===== config.mk =====
export PLATFORM = sky130hd
export DESIGN_NAME = lfsr_rand_arbiter
export DESIGN_NICKNAME = d
export VERILOG_FILES = /design/src/rtl/rand_pkg.sv /design/src/rtl/rr_arbiter.sv /design/src/rtl/lfsr_rand_arbiter.sv
export SDC_FILE = /design/constraint.sdc
export NUM_CORES = 1
export LEC_CHECK = 0
export ABC_AREA = 1
export CORE_ASPECT_RATIO = 1.1
export CORE_MARGIN = 2
export CORE_UTILIZATION = 45
export DETAILED_ROUTE_END_ITERATION = 6
export HOLD_SLACK_MARGIN = 0.06
export PLACE_DENSITY = 0.81
export SLEW_MARGIN = 20
export SYNTH_ARGS = -nofsm -noshare
export SYNTH_HDL_FRONTEND = slang
export SYNTH_SLANG_ARGS = --single-unit
export TNS_END_PERCENT = 10

===== constraint.sdc =====
create_clock -name clk -period 2.1 [get_ports clk]
set_input_delay 0.63 -clock clk [delete_from_list [all_inputs] [get_ports clk]]
set_output_delay 0.63 -clock clk [all_outputs]
set_load 0.02 [all_outputs]

===== src/rtl/rand_pkg.sv =====
// Shared definitions for the LFSR random-number arbiter: draw width,
// "no limit" encoding and the controller state encoding.
package rand_pkg;

    localparam int RAND_W = 8;
    localparam logic [RAND_W-1:0] LIMIT_NONE = 8'h00;

    typedef logic [1:0] state_t;

    localparam state_t ST_IDLE  = 2'd0;
    localparam state_t ST_STEP  = 2'd1;
    localparam state_t ST_CHECK = 2'd2;
    localparam state_t ST_DONE  = 2'd3;

endpackage


===== src/rtl/rr_arbiter.sv =====
// Combinational round-robin picker: first set request bit after pointer,
// wrapping around; the pointer register lives in the parent.
module rr_arbiter #(
    parameter int NUM_REQ = 4,
    parameter int IDX_W   = (NUM_REQ > 1) ? $clog2(NUM_REQ) : 1
) (
    input  logic [NUM_REQ-1:0] req,
    input  logic [IDX_W-1:0]   pointer,
    output logic [IDX_W-1:0]   grant_idx,
    output logic               any_req
);

    always_comb begin
        int   c;
        logic found;
        grant_idx = '0;
        found     = 1'b0;
        c         = 0;
        for (int o = 1; o <= NUM_REQ; o++) begin
            c = int'(pointer) + o;
            if (c >= NUM_REQ) begin
                c = c - NUM_REQ;
            end
            if (!found && req[c[IDX_W-1:0]]) begin
                grant_idx = c[IDX_W-1:0];
                found     = 1'b1;
            end
        end
    end

    assign any_req = |req;

endmodule


===== src/rtl/lfsr_rand_arbiter.sv =====
// Round-robin arbiter sharing one external 8-bit LFSR, with STEPS shifts per
// draw and rejection sampling against a per-requester limit.
// Define RAND_IDLE_STIR_EN to let the LFSR free-run in IDLE and DONE as well.
module lfsr_rand_arbiter
    import rand_pkg::*;
#(
    parameter int NUM_REQ   = 4,
    parameter int STEPS     = 8,
    parameter int MAX_TRIES = 4
) (
    input  logic                      clk,
    input  logic                      reset_n,
    input  logic [NUM_REQ-1:0]        req,
    input  logic [RAND_W*NUM_REQ-1:0] limit,
    output logic                      lfsr_en,
    input  logic [RAND_W-1:0]         lfsr_value,
    output logic [NUM_REQ-1:0]        gnt,
    output logic                      rand_valid,
    output logic [RAND_W-1:0]         rand_data,
    output logic                      rand_fallback
);

    localparam int         IDX_W     = (NUM_REQ > 1) ? $clog2(NUM_REQ) : 1;
    localparam logic [3:0] STEP_LAST = 4'(STEPS - 1);
    localparam logic [3:0] TRY_LAST  = 4'(MAX_TRIES - 1);

    state_t            state, state_nxt;
    logic [3:0]        step_cnt, try_cnt;
    logic [IDX_W-1:0]  ptr, idx, sel_idx;
    logic              any_req;
    logic [RAND_W-1:0] lim;
    logic              fallback_q;
    logic              accept, last_try;

    rr_arbiter #(
        .NUM_REQ (NUM_REQ),
        .IDX_W   (IDX_W)
    ) u_rr (
        .req       (req),
        .pointer   (ptr),
        .grant_idx (sel_idx),
        .any_req   (any_req)
    );

    assign accept   = (lim == LIMIT_NONE) || (lfsr_value < lim);
    assign last_try = (try_cnt == TRY_LAST);

    always_ff @(posedge clk) begin
        if (!reset_n) begin
            state <= ST_IDLE;
        end else begin
            state <= state_nxt;
        end
    end

    always_comb begin
        state_nxt = state;
        case (state)
            ST_IDLE:  if (any_req) state_nxt = ST_STEP;
            ST_STEP:  if (step_cnt == STEP_LAST) state_nxt = ST_CHECK;
            ST_CHECK: state_nxt = (accept || last_try) ? ST_DONE : ST_STEP;
            ST_DONE:  state_nxt = ST_IDLE;
            default:  state_nxt = ST_IDLE;
        endcase
    end

    always_comb begin
        gnt           = '0;
        rand_valid    = 1'b0;
        rand_fallback = 1'b0;
`ifdef RAND_IDLE_STIR_EN
        lfsr_en       = (state != ST_CHECK);
`else
        lfsr_en       = (state == ST_STEP);
`endif
        if (state == ST_DONE) begin
            rand_valid    = 1'b1;
            rand_fallback = fallback_q;
            gnt[idx]      = 1'b1;
        end
    end

    // Counters, pointer and the delivered result; reset drops any in-flight draw.
    always_ff @(posedge clk) begin
        if (!reset_n) begin
            step_cnt   <= '0;
            try_cnt    <= '0;
            ptr        <= IDX_W'(NUM_REQ - 1);
            rand_data  <= '0;
            fallback_q <= 1'b0;
        end else begin
            case (state)
                ST_IDLE: begin
                    step_cnt <= '0;
                    try_cnt  <= '0;
                end
                ST_STEP: step_cnt <= step_cnt + 4'd1;
                ST_CHECK: begin
                    step_cnt <= '0;
                    if (accept) begin
                        rand_data  <= lfsr_value;
                        fallback_q <= 1'b0;
                    end else begin
                        try_cnt <= try_cnt + 4'd1;
                        if (last_try) begin
                            rand_data  <= '0;
                            fallback_q <= 1'b1;
                        end
                    end
                end
                ST_DONE: ptr <= idx;
                default: ;
            endcase
        end
    end

    // Requester index and its limit are frozen for the whole draw.
    always_ff @(posedge clk) begin
        if (state == ST_IDLE && any_req) begin
            idx <= sel_idx;
            lim <= limit[{sel_idx, 3'b000} +: RAND_W];
        end
    end

endmodule


# --- Word-level counts from Yosys, hierarchy flattened ---
# Cells that the tools add are included.
# Widths: inputs -> output; s select.
totals:
  ff_bits: 31
  input_bits: 46
  output_inout_bits: 15
  wordCells: 93
op_classes:
  add_sub_neg: 10
  order_cmp: 11
  eq_ne: 8
  n_shift: 1
  n_mux: 35
  reduce_logical: 20
op_table:
  columns: ["operator", "count"]
  rows:
  - ["$shiftx 32x6->8", 1]
  - ["$mux 2", 11]
  - ["$mux 8", 2]
  - ["$pmux 4 s2", 2]
  - ["$lt 2x3->1 const B", 5]
  - ["$mux 1", 12]
  - ["$ge 3x3->1 const B", 3]
  - ["$add 4x1->4 const B", 2]
  - ["$bmux 1 s2", 4]
  - ["$logic_not 8->1", 1]
  - ["$lt 8x8->1", 1]
  - ["$mux 4", 2]
  - ["$pmux 2 s4", 1]
  - ["$sub 2x1->2 const B", 4]
  - ["$add 2x2->3 const B", 2]
  - ["$reduce_and 2->1", 3]
  - ["$reduce_bool 2->1", 3]
  - ["$logic_and 1x1->1", 5]
  - ["$add 2x3->4 const B", 1]
  - ["$eq 2x2->1 const B", 2]
  - ["$eq 4x2->1 const B", 1]
  - ["$eq 4x3->1 const B", 1]
  - ["$ge 4x3->1 const B", 1]
  - ["$ne 2x2->1 const B", 2]
  - ["other kinds (10)", 13]

# --- Logic depth before layout (Yosys ltp) ---
# Gate-level depths: netlist (run 1).
logic_depth:
  depth_word: 16
  depth_mapped: 14
  mapped_depth_nobuf: 13

# --- Modules after synthesis ---
# A second synthesis (run 1) with hierarchy kept.
unflattened:
  hier_cells: 264
  area_unflattened_um2: 1994.4
modules_own_cells:
  columns: ["mod", "instances", "cells_each", "area_per_inst_um2", "seq_area_each_um2"]
  rows:
  - ["lfsr_rand_arbiter", 1, 214, 1692.9, 720.7]
  - ["rr_arbiter", 1, 50, 301.5, 0.0]

# --- Least setup slack after synthesis (run 1) ---
# Ideal clock, no wire load.
synth_timing:
  path_type: "input -> register"
  start: "input port req[3]"
  end: "register lim[7] (data pin)"
  setup_time_ns: 0.252
  t_arrival_ns: 1.653
  required_ns: 1.848
  setup_slack_ns: 0.194
  path_stages: 13
  n_path_buf: 1
  cell_sequence: "inv_1 nand2_2 nand3_1 nand2_2 nor2_4 nand2_2 nand2_4 nand2_4 buf_12 nand2_2 nand2_1 nand2_1 nand2_1"
synth_between:
  elab_chain_len: 13
  word_cells_on_any_way: 22
  classes_between: "shift (1); mux (15); reduce/logical (6)"
synth_rtl:
  columns: ["element", "line", "text"]
  rows:
  - ["start: declaration", "lfsr_rand_arbiter.sv:13", "input logic [NUM_REQ-1:0] req,"]
  - ["$bmux 1 s2", "rr_arbiter.sv:24", "if (!found && req[c[IDX_W-1:0]]) begin"]
  - ["$mux 1 (not written as such)", "rr_arbiter.sv:24", null]
  - ["$mux 1", "rr_arbiter.sv:24", null]
  - ["$logic_not 1->1", "rr_arbiter.sv:24", null]
  - ["$logic_and 1x1->1", "rr_arbiter.sv:24", null]
  - ["$mux 1", "rr_arbiter.sv:24", null]
  - ["$logic_not 1->1", "rr_arbiter.sv:24", null]
  - ["$logic_and 1x1->1", "rr_arbiter.sv:24", null]
  - ["$mux 1", "rr_arbiter.sv:24", null]
  - ["$logic_not 1->1", "rr_arbiter.sv:24", null]
  - ["$logic_and 1x1->1", "rr_arbiter.sv:24", null]
  - ["$mux 2 (*)", "rr_arbiter.sv:24", null]
  - ["named net sel_idx[0]", "lfsr_rand_arbiter.sv:29", "logic [IDX_W-1:0] ptr, idx, sel_idx;"]
  - ["$shiftx 32x6->8 (*)", "lfsr_rand_arbiter.sv:121", "lim <= limit[{sel_idx, 3'b000} +: RAND_W];"]
  - ["end signal: assignment", "lfsr_rand_arbiter.sv:121", null]
  - ["end: declaration", "lfsr_rand_arbiter.sv:31", "logic [RAND_W-1:0] lim;"]
# The timed path passes the listed nets; every way through them passes the cells marked *. The select of a mux whose other input is x is not followed.
# A chain may end at the register's enable or synchronous reset.

# --- Final worst setup path (run 1) ---
layout_timing:
  start: "input port lfsr_value[6]"
  end: "register try_cnt[0]"
layout_between:
  elab_chain_len: 4
layout_rtl:
  columns: ["element", "line", "text"]
  rows:
  - ["start: declaration", "lfsr_rand_arbiter.sv:16", "input logic [RAND_W-1:0] lfsr_value,"]
  - ["$lt 8x8->1", "lfsr_rand_arbiter.sv:45", "assign accept = (lim == LIMIT_NONE) || (lfsr_value < lim);"]
  - ["$logic_or 1x1->1", "lfsr_rand_arbiter.sv:45", null]
  - ["$ne 2x2->1 (no line)", null, null]
  - ["$reduce_and 2->1 (no line)", null, null]
  - ["end signal: assignment", "lfsr_rand_arbiter.sv:104", "try_cnt <= try_cnt + 4'd1;"]
  - ["end: declaration", "lfsr_rand_arbiter.sv:28", "logic [3:0] step_cnt, try_cnt;"]
# Every way passes these cells.

==> metrics, run 1 <==
area post-placement 2840 um2; Post-synth top flop dfxtp_1; die span in y 75.5 um; largest net degree at the start of global routing 18; routed via count 2,165; Critical Path AT 2.23 ns; type of the worst min-delay path register to register; cell breakdown of the critical path clkdlybuf4s50_1 > ha_1 > nand2_1 > o21a_1 > nand2_1 > nand3_2 > a21boi_0 > nor2_1; Pwr per Cell Area 627 nW/um2; slowest stage delay, CP 0.47 ns; Leak 0.00137 uW; worst-path fanout max 5; Avg WL per Cell 11.3 um; htree depth 2; Yosys top cell area share 0.201; CTS Buffer Depth 2; Fin Setup TNS 0 ns; post-route cell area 2940 um2; most common cell in the netlist nand2_1; Mapped Area 2090 um2; CTS Hold Buffers Added 0; first-pass detailed-route iteration total 4; CTS Root Cell clkbuf_8; CTS Buf Count 5; VDD IR max 0.269 mV; clock share of power 0.241; CP Launch Type input port; Yosys cell types 33; Tot GR Track Use 0.187; dominant cells by area after synthesis dfxtp_1 20%, nand2_1 19%, edfxtp_1 14%; sw frac 0.341; largest area contributor in the netlist dfxtp_1; Internal 1220 uW; Initial Util 0.460; Setup WS post-layout 0.0419 ns; Period minus WS final 2.06 ns; Final Hold Viols 0; Die Span X 69.0 um; total routed wirelength 4880 um; share of cells above drive strength 1 0.155; nets 429; Slew Viols, Final 0; status completed; Die ar. 5210 um2; commonest cells in the netlist 104 x nand2_1, 41 x nand3_1, 26 x inv_1; NetSw 629 uW; Core Util, Final 0.645; Worst-Margin Slew 0.304 ns; number of synthesized flops with an enable pin 10; postcts setup bufs 0; DR iter-0 viols 138; Req. time, crit path 2.27 ns; Non-Filler Instances 431; vias in the first global route 1,858; grt total ovfl 0; Core Box Area 4550 um2; Post-DP HPWL 3810 um; post-synthesis cell count 299; global-route wire length before repair 7950 um; placed cell count 423; Final GP Congestion 0.799; sequential power share 0.401; initial antenna violation count 0; Area Growth Syn to Fin 40.4%; max frequency 0.486 GHz; clock-pin slew on the worst setup and hold paths 0.06 ns; headroom to the max-slew limit 0.795; part of the power in combinational logic 0.357; Synth Warn # 0; diode count 0; vias per inst 5.02; pre-CTS WS -0.355 ns; slowest CP cell clkdlybuf4s50_1; RSZ-0062 raised after global routing yes; # IOs 61; Remaining DRCs 0; I/O Buffers 60; CTS sink cnt 31; Most common cell on crit path nand2_1; sequential share of the synthesized area 0.344; Mapped Nets 354; number of placement rows 26; worst skew pair latency 0.28 ns; clk_skew 0.00179 ns; post-synthesis area per instance 7.00 um2; Final period util 0.980; max-cap violation count 0; #FFs+latches synth 31; kind of critical path input port to register; fraction of registers with async set/reset 0; Final setup viols 0; Final ANT Viol Nets 0; CP Capture Type register; CTS tree built
## kinds of logic after synthesis
family | synth area share
buf+inv | 0.0747
fa+ha+maj | 0.0538
compound gates | 0.105
simple gates | 0.414
xor+xnor | 0.00837
flops | 0.344
## final cells by class
cell class / count / area, um2
clock buffer: 5 / 68.8
tap: 56 / 70.1
sequential: 31 / 721
timing repair buffer: 74 / 709
fill: 422 / 1620
multi-input combinational: 234 / 1250
clock inverter: 3 / 15.0
inverter: 28 / 105
## layer usage
metal  part of all wire  up-vias  GRT usage
met4              0.012        0     0.0697
met3              0.042        5     0.0384
li1                   -     1134          -
met1               0.46      977      0.227
met5                  0        -          0
met2               0.48       49      0.332
## power groups by stage
| stage | sequential [uW] | clock, uW | combinational, uW |
|---|---|---|---|
| after detailed placement | 752 | 0 | 645 |
| after global routing | 746 | 477 | 742 |
| final | 740 | 445 | 659 |
| after floorplan | 749 | 0 | 422 |
| after CTS | 740 | 455 | 653 |
| after global placement | 751 | 0 | 628 |
## registers in the layout, summed over array words and instances (netlist names)
| register | flops |
|---|---|
| fallback_q | 1 |
| idx | 2 |
| lim | 8 |
| ptr | 2 |
| rand_data | 8 |
| state | 2 |
| step_cnt | 4 |
| try_cnt | 4 |
## placed cells by master (no fill, tap or decap), types with 2 or more instances in the layout
master	n
inv_2	4
clkbuf_2	2
o21ai_0	4
buf_12	2
buf_4	12
dlygate4sd2_1	9
nor2_1	12
nand2_2	17
o211ai_1	3
ha_1	9
nand2_1	102
clkinv_2	3
o21ai_2	2
nand3_1	40
nor3_1	2
nor2_4	2
clkdlybuf4s50_1	49
dfxtp_1	21
a21oi_1	19
nor4_1	3
edfxtp_1	10
nand2_4	5
inv_1	24
a21boi_0	2
clkbuf_8	5
## timing repair
action,in CTS,in global routing
setup endpoints to repair,17,18
pin swaps,0,0
gates resized for setup,15,10
## worst max-delay path, delay by kind of cell
kind / cells / cell delay [ns]
AND/OR/NAND/NOR: 4 / 0.41
AO/OA/AOI/OAI: 2 / 0.40
buffers and inverters: 1 / 0.47
adder cells (fa/ha/maj): 1 / 0.32
## stage by stage
step	hold slack, ns	total power [uW]
floorplan	0.442	1170
global placement	0.448	1380
detailed placement	0.453	1400
CTS	0.462	1850
global route	0.475	1960
finish	0.460	1840
## final timing paths
check,startpoint,to,slack [ns],cells after the start
worst max-delay path,lfsr_value[6],try_cnt[0],0.04,8
worst max register to register,ptr[1],lim[4],0.20,12
worst min-delay path,rand_data[5],rand_data[5],0.46,2
worst min register to register,rand_data[5],rand_data[5],0.46,2
Power figures use the tool's default switching activity.
==> run 2: changes to the inputs <==
clock period = 1.9 ns   (was 2.1 ns; I/O delays follow)
==> metrics, run 2 (same netlist as run 1, synthesis figures left out) <==
nets 437 (+1.9%); Critical Path AT 1.92 ns (-0.31 ns); Post-DP HPWL 3870 um (+1.5%); Worst-Margin Slew 0.527 ns (+0.223 ns); Slew Viols, Final 0 (unchanged); htree depth 2 (unchanged); Req. time, crit path 1.94 ns (-0.33 ns); global-route wire length before repair 8650 um (+8.9%); Die Span X 69.0 um (unchanged); worst-path fanout max 5 (unchanged); initial antenna violation count 0 (unchanged); kind of critical path input port to register; Tot GR Track Use 0.204 (+0.0178); vias per inst 5.16 (+2.8%); FF+latch area 723 um2 (+0.35%); post-route cell area 3150 um2 (+7.2%); Leak 0.00147 uW (+7.7%); headroom to the max-slew limit 0.648 (-0.147); CTS tree built; VDD IR max 0.369 mV (+37%); Final period util 0.990; Final ANT Viol Nets 0 (unchanged); grt total ovfl 0 (unchanged); Initial Util 0.460 (unchanged); number of placement rows 26 (unchanged); CTS Buf Count 5 (unchanged); biggest regs lim: 8 flops, rand_data: 8 flops; Pwr per Cell Area 731 nW/um2 (+17%); Remaining DRCs 0 (unchanged); Non-Filler Instances 439 (+1.9%); status completed; Final Hold Viols 0 (unchanged); CTS Hold Buffers Added 0 (unchanged); clock-pin slew on the worst setup and hold paths 0.07 ns (about the same); Fillers 372 (-12%); placed cell count 426 (+0.71%); first-pass detailed-route iteration total 4 (unchanged); worst skew pair latency 0.29 ns (about the same); type of the worst min-delay path register to register; most common cell after layout, fill and taps aside nand2_1; area post-placement 2870 um2 (+0.79%); die span in y 75.5 um (unchanged); most frequent cells in the layout 93 x nand2_1, 43 x clkdlybuf4s50_1, 37 x nand3_1; diode count 0 (unchanged); CP Capture Type register; Area Growth Syn to Fin 50.5%; Period minus WS final 1.88 ns; max frequency 0.531 GHz; DR iter-0 viols 147 (+6.5%); routed via count 2,266 (+4.7%); Avg WL per Cell 12.9 um (+14%); CP Launch Type input port; Multi-input gate area 1370 um2 (+9.8%); CTS sink cnt 31 (unchanged); largest net degree at the start of global routing 18 (unchanged); max-cap violation count 0 (unchanged); Die ar. 5210 um2 (unchanged); vias in the first global route 2,010 (+8.2%); Core Box Area 4550 um2 (unchanged); share of cells above drive strength 1 0.235 (+0.0803); # IOs 61 (unchanged); Final setup viols 0 (unchanged); CTS Root Cell clkbuf_8; clk_skew 0.00949 ns (+0.00769 ns); RSZ-0062 raised after global routing yes; total routed wirelength 5670 um (+16%); I/O Buffers 60 (unchanged); CTS Buffer Depth 2 (unchanged); Final GP Congestion 0.795 (-0.55%)
[run 2: path summary, 6_finish.rpt]
| kind | startpoint | endpoint | slack [ns] | cells after the start |
|---|---|---|---|---|
| max | req[2] | lim[7] | 0.02 | 12 |
| max reg2reg | ptr[0] | lim[7] | 0.04 | 12 |
| min | rand_data[6] | rand_data[6] | 0.46 | 2 |
| min reg2reg | rand_data[6] | rand_data[6] | 0.46 | 2 |
[run 2: routing by layer]
metal,GRT usage,vias up,routed length [um]
met1,0.240,1012,2340
li1,-,1158,-
met3,0.0450,10,321
met2,0.376,86,2920
met5,0,-,0
met4,0.0719,0,91
[run 2: area by class of cell]
cell class                      instances  area share
Clock buffer                            5      0.0218
Clock inverter                          3      0.0123
Inverter                               28      0.0342
Multi-Input combinational cell        236       0.436
Sequential cell                        31       0.230
Tap cell                               56      0.0222
Timing Repair Buffer                   80       0.244
[run 2: stage by stage]
step | utilization | TNS (ns) | hold slack (ns) | setup slack [ns] | total power [uW]
floorplan | - | 0 | 0.442 | 0.0542 | 1290
global placement | 0.629 | -10.27 | 0.449 | -0.478 | 1530
detailed placement | 0.629 | -11.27 | 0.452 | -0.528 | 1560
CTS | 0.656 | -1.03 | 0.462 | -0.112 | 2200
global route | 0.692 | -0.774 | 0.488 | -0.0775 | 2440
finish | 0.692 | 0 | 0.459 | 0.0182 | 2300
[run 2: power breakdown]
| group | total [uW] | internal [uW] | switching (uW) | leakage, uW |
|---|---|---|---|---|
| registers | 819 | 775 | 43.5 | 0.000270 |
| logic | 852 | 366 | 486 | 0.00115 |
| clock network | 634 | 383 | 251 | 0.0000556 |
[run 2: timing repair]
action,in CTS,in global routing
pin swaps,0,20
gates cloned,0,2
endpoints found under the setup margin,31,29
gates resized for setup,22,56
buffers inserted,0,3
[run 2: critical path, cell delays in order]
cell             delay [ns]
clkdlybuf4s15_1        0.22
nand2_1                0.11
nand2_2                0.07
nand2_2                0.08
nand2_2                0.08
nor2_4                 0.18
nand2_2                0.11
buf_6                  0.13
nor2_4                 0.16
a21oi_4                0.07
nand2_1                0.08
nand2_1                0.06
